==> src/rtl/uart_pkg.sv <==
// rtl/uart_pkg.sv - shared UART definitions: FSM state encoding and bit-period helper
//   Used by uart_rx and uart_tx so both sides derive the same bit period.
package uart_pkg;

  typedef enum logic [2:0] {
    ST_IDLE  = 3'd0,
    ST_START = 3'd1,
    ST_DATA  = 3'd2,
    ST_STOP  = 3'd3,
    ST_BREAK = 3'd4
  } uart_state_e;

  // Integer division; any remainder is absorbed by centre sampling.
  function automatic int unsigned clks_per_bit(input int unsigned clk_freq,
                                               input int unsigned baud_rate);
    return clk_freq / baud_rate;
  endfunction

endpackage

==> src/rtl/uart_rx.sv <==
// rtl/uart_rx.sv - 8N1 UART receiver with centre sampling and framing-error detect
//   sys_clk   in   system clock, rising edge
//   sys_rst   in   synchronous active-high reset
//   rx        in   asynchronous serial line, idles high
//   rx_data   out  [7:0] last correctly framed byte, held until the next good byte
//   rx_valid  out  one-cycle pulse, rx_data is new
//   frame_err out  one-cycle pulse, stop bit sampled low
//   rx_busy   out  high whenever the receiver is not idle
module uart_rx
  import uart_pkg::*;
#(
  parameter int unsigned CLK_FREQ  = 100_000_000,
  parameter int unsigned BAUD_RATE = 115200
) (
  input  logic       sys_clk,
  input  logic       sys_rst,
  input  logic       rx,
  output logic [7:0] rx_data,
  output logic       rx_valid,
  output logic       frame_err,
  output logic       rx_busy
);

  localparam int unsigned CLKS_PER_BIT = clks_per_bit(CLK_FREQ, BAUD_RATE);
  localparam int unsigned HALF_BIT     = CLKS_PER_BIT / 2;
  localparam int unsigned CNT_W        = $clog2(CLKS_PER_BIT);

  localparam logic [CNT_W-1:0] HALF_TC = CNT_W'(HALF_BIT - 1);
  localparam logic [CNT_W-1:0] BIT_TC  = CNT_W'(CLKS_PER_BIT - 1);

  uart_state_e      state_q;
  logic [1:0]       sync_q;      // [0] first flop, [1] synchronized line
  logic             rx_d_q;      // previous synchronized sample, for edge detect
  logic [CNT_W-1:0] cnt_q;
  logic [2:0]       bit_idx_q;
  logic [7:0]       shift_q;
  logic [7:0]       rx_data_q;
  logic             rx_valid_q;
  logic             frame_err_q;
  logic             rx_s;

  assign rx_s = sync_q[1];

  always_ff @(posedge sys_clk) begin
    if (sys_rst) begin
      // Line-side flops reset high so release never looks like a start edge.
      sync_q      <= 2'b11;
      rx_d_q      <= 1'b1;
      state_q     <= ST_IDLE;
      cnt_q       <= '0;
      bit_idx_q   <= 3'd0;
      shift_q     <= 8'h00;
      rx_data_q   <= 8'h00;
      rx_valid_q  <= 1'b0;
      frame_err_q <= 1'b0;
    end else begin
      sync_q      <= {sync_q[0], rx};
      rx_d_q      <= rx_s;
      rx_valid_q  <= 1'b0;
      frame_err_q <= 1'b0;

      unique case (state_q)
        ST_IDLE: begin
          if (rx_d_q && !rx_s) begin
            cnt_q   <= '0;
            state_q <= ST_START;
          end
        end

        ST_START: begin
          if (cnt_q == HALF_TC) begin
            cnt_q     <= '0;
            bit_idx_q <= 3'd0;
            // A line back high at mid-start-bit was only a glitch.
            state_q   <= rx_s ? ST_IDLE : ST_DATA;
          end else begin
            cnt_q <= cnt_q + CNT_W'(1);
          end
        end

        ST_DATA: begin
          if (cnt_q == BIT_TC) begin
            cnt_q     <= '0;
            shift_q   <= {rx_s, shift_q[7:1]};  // LSB arrives first
            bit_idx_q <= bit_idx_q + 3'd1;
            if (bit_idx_q == 3'd7) begin
              state_q <= ST_STOP;
            end
          end else begin
            cnt_q <= cnt_q + CNT_W'(1);
          end
        end

        ST_STOP: begin
          if (cnt_q == BIT_TC) begin
            cnt_q <= '0;
            // Leaving at mid-stop-bit leaves half a bit to catch a back-to-back start.
            if (rx_s) begin
              rx_data_q  <= shift_q;
              rx_valid_q <= 1'b1;
              state_q    <= ST_IDLE;
            end else begin
              frame_err_q <= 1'b1;
              state_q     <= ST_BREAK;
            end
          end else begin
            cnt_q <= cnt_q + CNT_W'(1);
          end
        end

        ST_BREAK: begin
          // Wait for the line to recover so a held-low line cannot re-trigger.
          if (rx_s) begin
            state_q <= ST_IDLE;
          end
        end

        default: state_q <= ST_IDLE;
      endcase
    end
  end

  assign rx_data   = rx_data_q;
  assign rx_valid  = rx_valid_q;
  assign frame_err = frame_err_q;
  assign rx_busy   = (state_q != ST_IDLE);

endmodule

==> config.mk <==
export PLATFORM = sky130hd
export DESIGN_NAME = uart_rx
export DESIGN_NICKNAME = d
export VERILOG_FILES = /design/src/rtl/uart_pkg.sv /design/src/rtl/uart_rx.sv
export SDC_FILE = /design/constraint.sdc
export NUM_CORES = 1
export LEC_CHECK = 0
export CAP_MARGIN = 20
export CORE_MARGIN = 8
export CORE_UTILIZATION = 46
export CTS_CLUSTER_SIZE = 12
export DETAILED_ROUTE_END_ITERATION = 6
export PLACE_DENSITY = 0.66
export SETUP_SLACK_MARGIN = 0.15
export SYNTH_ARGS = -nofsm -noshare
export SYNTH_HDL_FRONTEND = slang
export SYNTH_SLANG_ARGS = --single-unit
export TNS_END_PERCENT = 5
==> constraint.sdc <==
create_clock -name sys_clk -period 1.9 [get_ports sys_clk]
set_input_delay 0.285 -clock sys_clk [delete_from_list [all_inputs] [get_ports sys_clk]]
set_output_delay 0.285 -clock sys_clk [all_outputs]
set_load 0.1 [all_outputs]
# After elaboration in Yosys (flattened, before gate mapping)
# Index checks and enable logic that the tools add are counted.
# totals
regBits	37
in_bits	3
output_inout_bits	11
elab_cells	57
# classes
addsub	2
eq_ne	13
n_mux	18
bitwise_logic	2
reduce_logical	13
# op_table
op	count
10-bit two-way mux	3
10-bit case mux with 3 select lines	1
3-bit two-way mux	9
3-bit case mux with 5 select lines	1
2-bit != test (second input constant)	6
10-bit by 1-bit adder with 10-bit output (second input constant)	1
10-bit == test (second input constant)	1
10-bit by 9-bit == test with 1-bit output (second input constant)	1
3-bit by 2-bit == test with 1-bit output (second input constant)	2
3-bit == test (second input constant)	2
3-bit case mux with 2 select lines	1
3-bit AND reduction	2
6-bit AND reduction	1
3-bit nonzero test	2
2-bit AND reduction	2
3-bit by 1-bit adder with 3-bit output (second input constant)	1
3-bit by 1-bit == test with 1-bit output (second input constant)	1
3-bit zero test	1
3-bit OR reduction	1
1-bit two-way mux	2
2-bit two-way mux	1
1-bit NOT	2
2-bit nonzero test	1
2-bit OR reduction	1
other kinds (2)	2

# Logic depth before layout (Yosys ltp)
# Gate-level depths: netlist of the first run.
# logic_depth
ltp_word	4
depth_mapped	8
mapped_depth_nobuf	7

# Worst setup path after synthesis of the first run
# OpenSTA, ideal clock, no wires.
# synth_timing
kind	register to register
from	register cnt_q[0]
to	register cnt_q[8]
setup_ns	0.128
arrival_ns	1.473
path_slack_ns	0.299
stages_incl_launch_ff	8
n_path_buf	1
synth_period_minus_slack_ns	1.601
cell_sequence	dfxtp_1 -> ha_1 -> nand4bb_1 -> nor3_2 -> o22ai_1 -> buf_2 -> a31oi_1 -> a31oi_1
# synth_between
elab_chain_len	3
# synth_lines
item	line_no	rtl
start: declaration	uart_rx.sv:34	logic [CNT_W-1:0] cnt_q;
start signal: assignment	uart_rx.sv:77	cnt_q <= cnt_q + CNT_W'(1);
start signal: assignment	uart_rx.sv:90	cnt_q <= cnt_q + CNT_W'(1);
start signal: assignment	uart_rx.sv:107	cnt_q <= cnt_q + CNT_W'(1);
10-bit by 1-bit adder with 10-bit output (tied with other cells)	uart_rx.sv:77, uart_rx.sv:90, uart_rx.sv:107	
10-bit two-way mux (on tied branches)	uart_rx.sv:82, uart_rx.sv:95, uart_rx.sv:71	
10-bit case mux with 3 select lines *	uart_rx.sv:62	unique case (state_q)
# Every way passes the cells marked *; elsewhere a longest branch is shown, timed or not.
# A chain may end at the register's enable or synchronous reset.

# Worst setup path in the final report of the first run
# layout_timing
from	register cnt_q[0]
to	register bit_idx_q[2]
# layout_between
elab_chain_len	3
# layout_lines
item	line_no	rtl
10-bit == test / 10-bit by 9-bit == test with 1-bit output (equally long branches)	uart_rx.sv:82, uart_rx.sv:71	
2-bit != test (no line)	n/a	
3-bit AND reduction (no line) *	n/a	
end signal: assignment	uart_rx.sv:85	bit_idx_q <= bit_idx_q + 3'd1;
end: declaration	uart_rx.sv:35	logic [2:0] bit_idx_q;
# Marked as above.

==> flow_metrics.py, run 1 <==
metrics = {
    "outcome": {
        "status": "finished clean",
    },
    "sta": {
        "worst_slew_pin_slew_ns": 0.4442,
        "hold_viol_final": 0,
        "min_period_over_period_pct": 92.71,
        "maxClockFrequency_mhz": 567.7,
        "final_max_slew_viol_count": 0,
        "timing.max_slew.rel_slack_pct": 70.25,
        "unrepaired_setup_endpoints_after_global_routing": "true",
        "final-setup-viol-count": 0,
        "finalClockSkew_ns": 0.01258,
        "period_minus_slack_ns": 1.761,
    },
    "power": {
        "cellInternalPower_mw": 1.093,
        "seq_power_share_pct": 55.3,
        "ir_drop_uv": 488.1,
        "portion_of_total_power_attributed_to_the_clock_network_pct": 38.4,
        "cellPowerDensity_mw_per_mm2": 711.8,
        "netSwitchingPower_mw": 0.3338,
        "pleak_nw": 0.8434,
        "pwr-share-comb_pct": 6.2,
        "switching_share_pct": 23.40,
    },
    "yosys": {
        "syn-instance-count": 189,
        "yosysUniqueCellTypes": 39,
        "netlist_top_cells_area": "dfxtp_1, mux2i_1, nor2_1, nand2_1, a31oi_1",
        "synth.top_cells.by_count": "dfxtp_1, nor2_1, nand2_1",
        "synthDominantAreaCellType": "dfxtp_1",
        "yosys.cell_count.top_type": "dfxtp_1",
        "netlist_area_mm2": 0.001674,
        "synth_seq_area_share_pct": 44.25,
        "ys_dominant_reg_cell": "dfxtp_1",
        "synth.ff_latch_count": 37,
        "post-synth-top-area-fraction_pct": 44.25,
        "synth_warnings": 0,
        "synth-edff-count": 0,
        "synth_fp_nets": 196,
        "synth_area_per_cell_um2": 8.858,
        "synth_async_sr_flop_share_pct": 0,
    },
    "finish": {
        "layout.filler_cells": 336,
        "flow.area_growth_from_synthesis_pct": 19.73,
        "nNetsFinal": 213,
        "final_layout_size_suffix_gt1_share_pct": 21.26,
        "finished_layout_cell_area_mm2": 0.002004,
        "layoutNonFillerInstCount": 255,
        "antenna-diode-count": 0,
    },
    "cts": {
        "clock_network_latency_to_the_later_pin_of_the_worst_skew_pair_ns": 0.33,
        "clock_path_buffers": 2,
        "clock_tree.root_cell": "clkbuf_4",
        "cts_max_level": 2,
        "cts_num_sinks": 37,
        "clk_pin_slew_ns": 0.12,
        "tritoncts.num_buffers": 5,
        "cts_hold_buf": 0,
        "cts_tree": "yes",
    },
    "route": {
        "routed_via_density": 5.533,
        "num_vias": 1411,
        "drt-pass1-iter-count": 6,
        "drc": 0,
        "finalWirelength_um": 3464,
        "drtIter0Drc": 74,
        "detail_route.wl_per_cell_um": 13.58,
        "drt.antenna.violating_nets": 0,
    },
    "critical_path": {
        "crit_path_start_kind": "flop",
        "setup.worst_path.end_class": "flop",
        "worst_setup_path_category": "flop to flop",
        "cp_slowest_stage_delay_ns": 0.38,
        "cp_cell_sequence": "ha_2, nand4bb_4, nor4_2, o211ai_1, or2_1, a21oi_1",
        "cp_data_arrival_time_ns": 2.04,
        "worst_endpoint_required_time_ns": 2.18,
        "top_fanout_value_on_the_critical_path": 5,
        "critPathSlowestCell": "dfxtp_2",
    },
    "floorplan": {
        "num_rows": 22,
        "chipHeight_um": 76.33,
        "io-pin-count": 14,
        "floorplan.die_area_mm2": 0.005826,
        "fp.dieW_um": 76.33,
        "floorplan.initialDensity_pct": 46.78,
        "placeableCoreArea_mm2": 0.003578,
    },
    "place": {
        "placed_cell_area_mm2": 0.001862,
        "gp_routability_congestion": 0.9004,
        "place_inst": 247,
        "dpl.hpwl_um": 2475,
        "place.port_buffers": 13,
    },
    "grt": {
        "global_route.usage.total_pct": 12.04,
        "antenna_found_initial": 0,
        "maximum_number_of_pins_on_one_net_before_global_route_repair": 31,
        "grt_overflow_total": 0,
        "first_global_vias": 1340,
        "grt_first_pass_wirelength_um": 5996,
    },
    "run": {
        "maxCapViolCount": 0,
    },
    "min_path": {
        "worst_hold_path_type": "flop to flop",
    },
}
## repair_timing
action | in CTS | in global routing
gates resized for setup | 1 | 12
pin swaps | 0 | 3
setup buffers | 0 | 0
endpoints found under the setup margin | 13 | 33
## area by class of cell
cell class	instances	area, um^2	share of cell area, %
clock buffers	5	37.54	1.873
clock inverters	3	46.29	2.310
inverters	7	26.28	1.311
multi-input cells	137	923.4	46.07
flip-flops and latches	37	745.7	37.20
well taps	48	60.06	2.996
repair buffers	18	165.2	8.240
## logic make-up after synthesis
logic type,count (synthesis),synth area share (%)
AND/OR/NAND/NOR,87,27.58
adder cells (fa/ha/maj),4,2.990
multiplexers,18,10.76
flip-flops,37,44.25
buffers and inverters,15,3.812
AO/OA/AOI/OAI,28,10.61
## flip-flops by register name, summed over array words and instances, names as in the netlist
| name | count |
|---|---|
| cnt_q | 10 |
| rx_d_q | 1 |
| bit_idx_q | 3 |
| rx_data | 8 |
| sync_q | 2 |
| shift_q | 8 |
| rx_valid | 1 |
| frame_err | 1 |
| state_q | 3 |
## worst paths after layout
| check | cells past startpoint | endpoint | start | slack (ns) |
|---|---|---|---|---|
| min | 1 | sync_q[1] | sync_q[0] | 0.42 |
| max reg2reg | 6 | bit_idx_q[2] | cnt_q[0] | 0.14 |
| min reg2reg | 1 | sync_q[1] | sync_q[0] | 0.42 |
| max | 6 | bit_idx_q[2] | cnt_q[0] | 0.14 |
## cells in the final DEF (no fill, tap or decap), types with 2 or more instances in the layout
| cell | Yosys | layout |
|---|---|---|
| or2_2 | 4 | 4 |
| nand4_1 | 2 | 2 |
| mux2i_1 | 18 | 18 |
| o21ai_0 | 4 | 4 |
| dfxtp_2 | 0 | 4 |
| nand2_1 | 20 | 20 |
| nor3_1 | 5 | 4 |
| or3_1 | 5 | 5 |
| nor2_1 | 24 | 23 |
| buf_4 | 1 | 14 |
| dfxtp_1 | 37 | 33 |
| a31oi_1 | 9 | 9 |
| nor2b_1 | 3 | 3 |
| clkbuf_4 | 0 | 5 |
| ha_1 | 4 | 3 |
| clkdlybuf4s50_1 | 0 | 2 |
| nand4bb_4 | 1 | 2 |
| buf_12 | 0 | 2 |
| nor3_2 | 2 | 2 |
| a21oi_1 | 7 | 7 |
| inv_1 | 7 | 7 |
| nand3_1 | 9 | 9 |
## worst max-delay path: cells and delay by family (launching register included)
| family | cells | cell delay (ns) |
|---|---|---|
| simple gates | 3 | 0.75 |
| flops | 1 | 0.38 |
| compound gates | 2 | 0.35 |
| fa+ha+maj | 1 | 0.24 |
## routing by layer
layer	share of wire [%]	GRT usage [%]	wire, um
met2	48	19.88	1676
met1	46	14.62	1592
met5	0	0	0
met3	4.0	3.538	140
met4	1.6	3.654	54
## power by group through the flow
stage,Clock [mW],Combinational (mW),Sequential [mW]
5_1_grt,0.603,0.0964,0.791
4_1_cts,0.566,0.0882,0.788
6_report,0.549,0.0891,0.789
3_3_place_gp,0,0.0858,0.805
3_5_place_dp,0,0.0874,0.805
2_1_floorplan,0,0.0600,0.801
## per-stage QoR
step	total power [mW]	hold WS (ns)	utilization, %	setup slack [ns]	setup TNS (ns)
5_1_grt	1.490	0.4559	56.01	-0.002342	-0.002342
4_1_cts	1.443	0.4268	54.41	0.1144	0
3_3_place_gp	0.8909	0.3902	52.03	0.1788	0
3_5_place_dp	0.8929	0.3988	52.03	0.1217	0
6_report	1.427	0.4240	56.01	0.1385	0
2_1_floorplan	0.8612	0.3888	-	0.2993	0
Note: power is estimated with default switching activity, not from simulation.
==> run 2: changes to the inputs <==
CORE_UTILIZATION = 27   (was 46)
PLACE_DENSITY = not set   (was 0.66)
==> flow_metrics.py, run 2 (synthesis gave the netlist of run 1 again) <==
metrics = {
    "outcome": {
        "status": "finished clean",
    },
    "sta": {
        "min_period_over_period_pct": 92.32,
        "timing.max_slew.rel_slack_pct": 73.52,
        "maxClockFrequency_mhz": 570.1,
        "final_max_slew_viol_count": 0,
        "period_minus_slack_ns": 1.754,
        "worst_slew_pin_slew_ns": 0.3955,
        "finalClockSkew_ns": 0.006795,
        "setup-tns-final_ns": 0,
        "unrepaired_setup_endpoints_after_global_routing": "true",
        "fin_worst_hold_slack_ns": 0.4102,
        "hold_viol_final": 0,
        "final-setup-viol-count": 0,
    },
    "cts": {
        "cts_tree": "yes",
        "clock_network_latency_to_the_later_pin_of_the_worst_skew_pair_ns": 0.29,
        "clk_pin_slew_ns": 0.08,
        "clock_path_buffers": 2,
        "cts_max_level": 2,
        "tritoncts.num_buffers": 5,
        "cts_num_sinks": 37,
        "clock_tree.root_cell": "clkbuf_8",
    },
    "critical_path": {
        "ff2ff_setup_slack_ns": 0.19,
        "cp_slowest_stage_delay_ns": 0.31,
        "cp_data_arrival_time_ns": 1.47,
        "crit_buf_inv": 3,
        "crit_path_start_kind": "flop",
        "timing.critical_path.mode_cell": "buf_4",
        "cpLargestDelayFamily": "buffers and inverters",
        "critPathSlowestCell": "dfxtp_1",
        "worst_endpoint_required_time_ns": 1.62,
        "cp_cell_sequence": "buf_4, nor2_1, buf_4, nand2_1, buf_12",
        "worst_setup_path_category": "flop to output pin",
        "top_fanout_value_on_the_critical_path": 8,
        "setup.worst_path.end_class": "output pin",
    },
    "finish": {
        "commonest_non_fill_non_tap_cells_in_the_layout": "dfxtp_1, nor2_1, buf_4, nand2_1, mux2i_1",
        "antenna-diode-count": 0,
        "nNetsFinal": 219,
        "flow.area_growth_from_synthesis_pct": 28.10,
        "largest_reg_flops": 10,
        "layout.cells.most_common": "dfxtp_1",
        "final_layout_size_suffix_gt1_share_pct": 23.47,
        "largest_register": "cnt_q",
    },
    "floorplan": {
        "floorplan.die_area_mm2": 0.008976,
        "chipHeight_um": 94.74,
        "floorplan.initialDensity_pct": 28.11,
        "placeableCoreArea_mm2": 0.005956,
        "num_rows": 28,
        "fp.dieW_um": 94.74,
        "io-pin-count": 14,
    },
    "place": {
        "gp_routability_congestion": 0.8257,
        "dpl.hpwl_um": 2656,
        "place.port_buffers": 13,
    },
    "route": {
        "num_vias": 1417,
        "finalWirelength_um": 3762,
        "drt.antenna.violating_nets": 0,
        "detail_route.wl_per_cell_um": 13.06,
        "drc": 0,
        "routed_via_density": 4.920,
        "drtIter0Drc": 62,
        "drt-pass1-iter-count": 4,
    },
    "grt": {
        "grt_overflow_total": 0,
        "global_route.usage.total_pct": 8.985,
        "first_global_vias": 1385,
        "maximum_number_of_pins_on_one_net_before_global_route_repair": 23,
        "antenna_found_initial": 0,
        "grt_first_pass_wirelength_um": 6458,
    },
    "power": {
        "pleak_nw": 0.8970,
        "cellPowerDensity_mw_per_mm2": 797.2,
        "ir_drop_uv": 333.7,
    },
    "min_path": {
        "worst_hold_path_type": "flop to flop",
    },
    "run": {
        "maxCapViolCount": 0,
    },
}
## run 2: changes by cell type in the layout (fill, tap and decap cells not counted), moves of 2 or more
cell and delta:
buf_4 +7, dfxtp_2 -3, clkbuf_4 -5, clkbuf_8 +5, dfxtp_4 +2
## run 2: worst paths after layout
| check | from | to | depth (start not counted) |
|---|---|---|---|
| setup / recovery | state_q[0] | rx_busy | 5 |
| hold / removal | sync_q[0] | sync_q[1] | 1 |
| setup reg to reg | cnt_q[1] | cnt_q[5] | 7 |
| hold reg to reg | sync_q[0] | sync_q[1] | 1 |
## run 2: power breakdown
part / internal, mW / switching [mW] / total, mW
clock network: 0.529 / 0.300 / 0.829
logic: 0.0358 / 0.0617 / 0.0975
registers: 0.778 / 0.00513 / 0.784
total: 1.34 / 0.367 / 1.71
## run 2: worst register-to-register path, stage by stage (launching register included)
cell and delay [ns]:
dfxtp_4 0.37, inv_2 0.04, ha_4 0.14, nand4b_1 0.17, nor3_2 0.08, o22a_2 0.28, or4_1 0.49, nand3_1 0.08
## run 2: layout make-up
class | count | area (um^2)
fill | 630 | 3811
inverter | 7 | 26.28
multi-input combinational | 137 | 939.7
sequential | 37 | 749.5
timing repair buffer | 24 | 197.7
clock buffer | 5 | 68.82
tap | 75 | 93.84
clock inverter | 3 | 68.82
## run 2: metal layers
layer	part of all wire (%)	track usage, %
met1	48	11.25
met2	47	13.27
met3	3.6	2.540
met4	2.0	5.722
met5	0	0
## run 2: metrics by stage
step	instance area, um^2	setup WS (ns)	instances	utilization (%)	total power [mW]
after floorplan	1674	0.2993	189	-	0.8612
after global placement	1913	0.1368	278	32.12	0.8966
after detailed placement	1913	0.08043	278	32.12	0.8975
after CTS	2078	0.1189	286	34.89	1.736
after global routing	2145	0.07357	288	36.01	1.779
final	2145	0.1459	288	36.01	1.710
## run 2: what timing repair did
action / in CTS / in global routing
gates resized for setup: 5 / 12
hold buffers: 0 / 0
cloned: 0 / 0
setup endpoints to repair: 28 / 33
setup buffers: 0 / 2
pin swaps: 2 / 7
==> run 3: changes to the inputs <==
HOLD_SLACK_MARGIN = 0.02   (was not set)
==> results of run 3 <==
The final DEF is identical to that of run 2; final timing and power are the same.
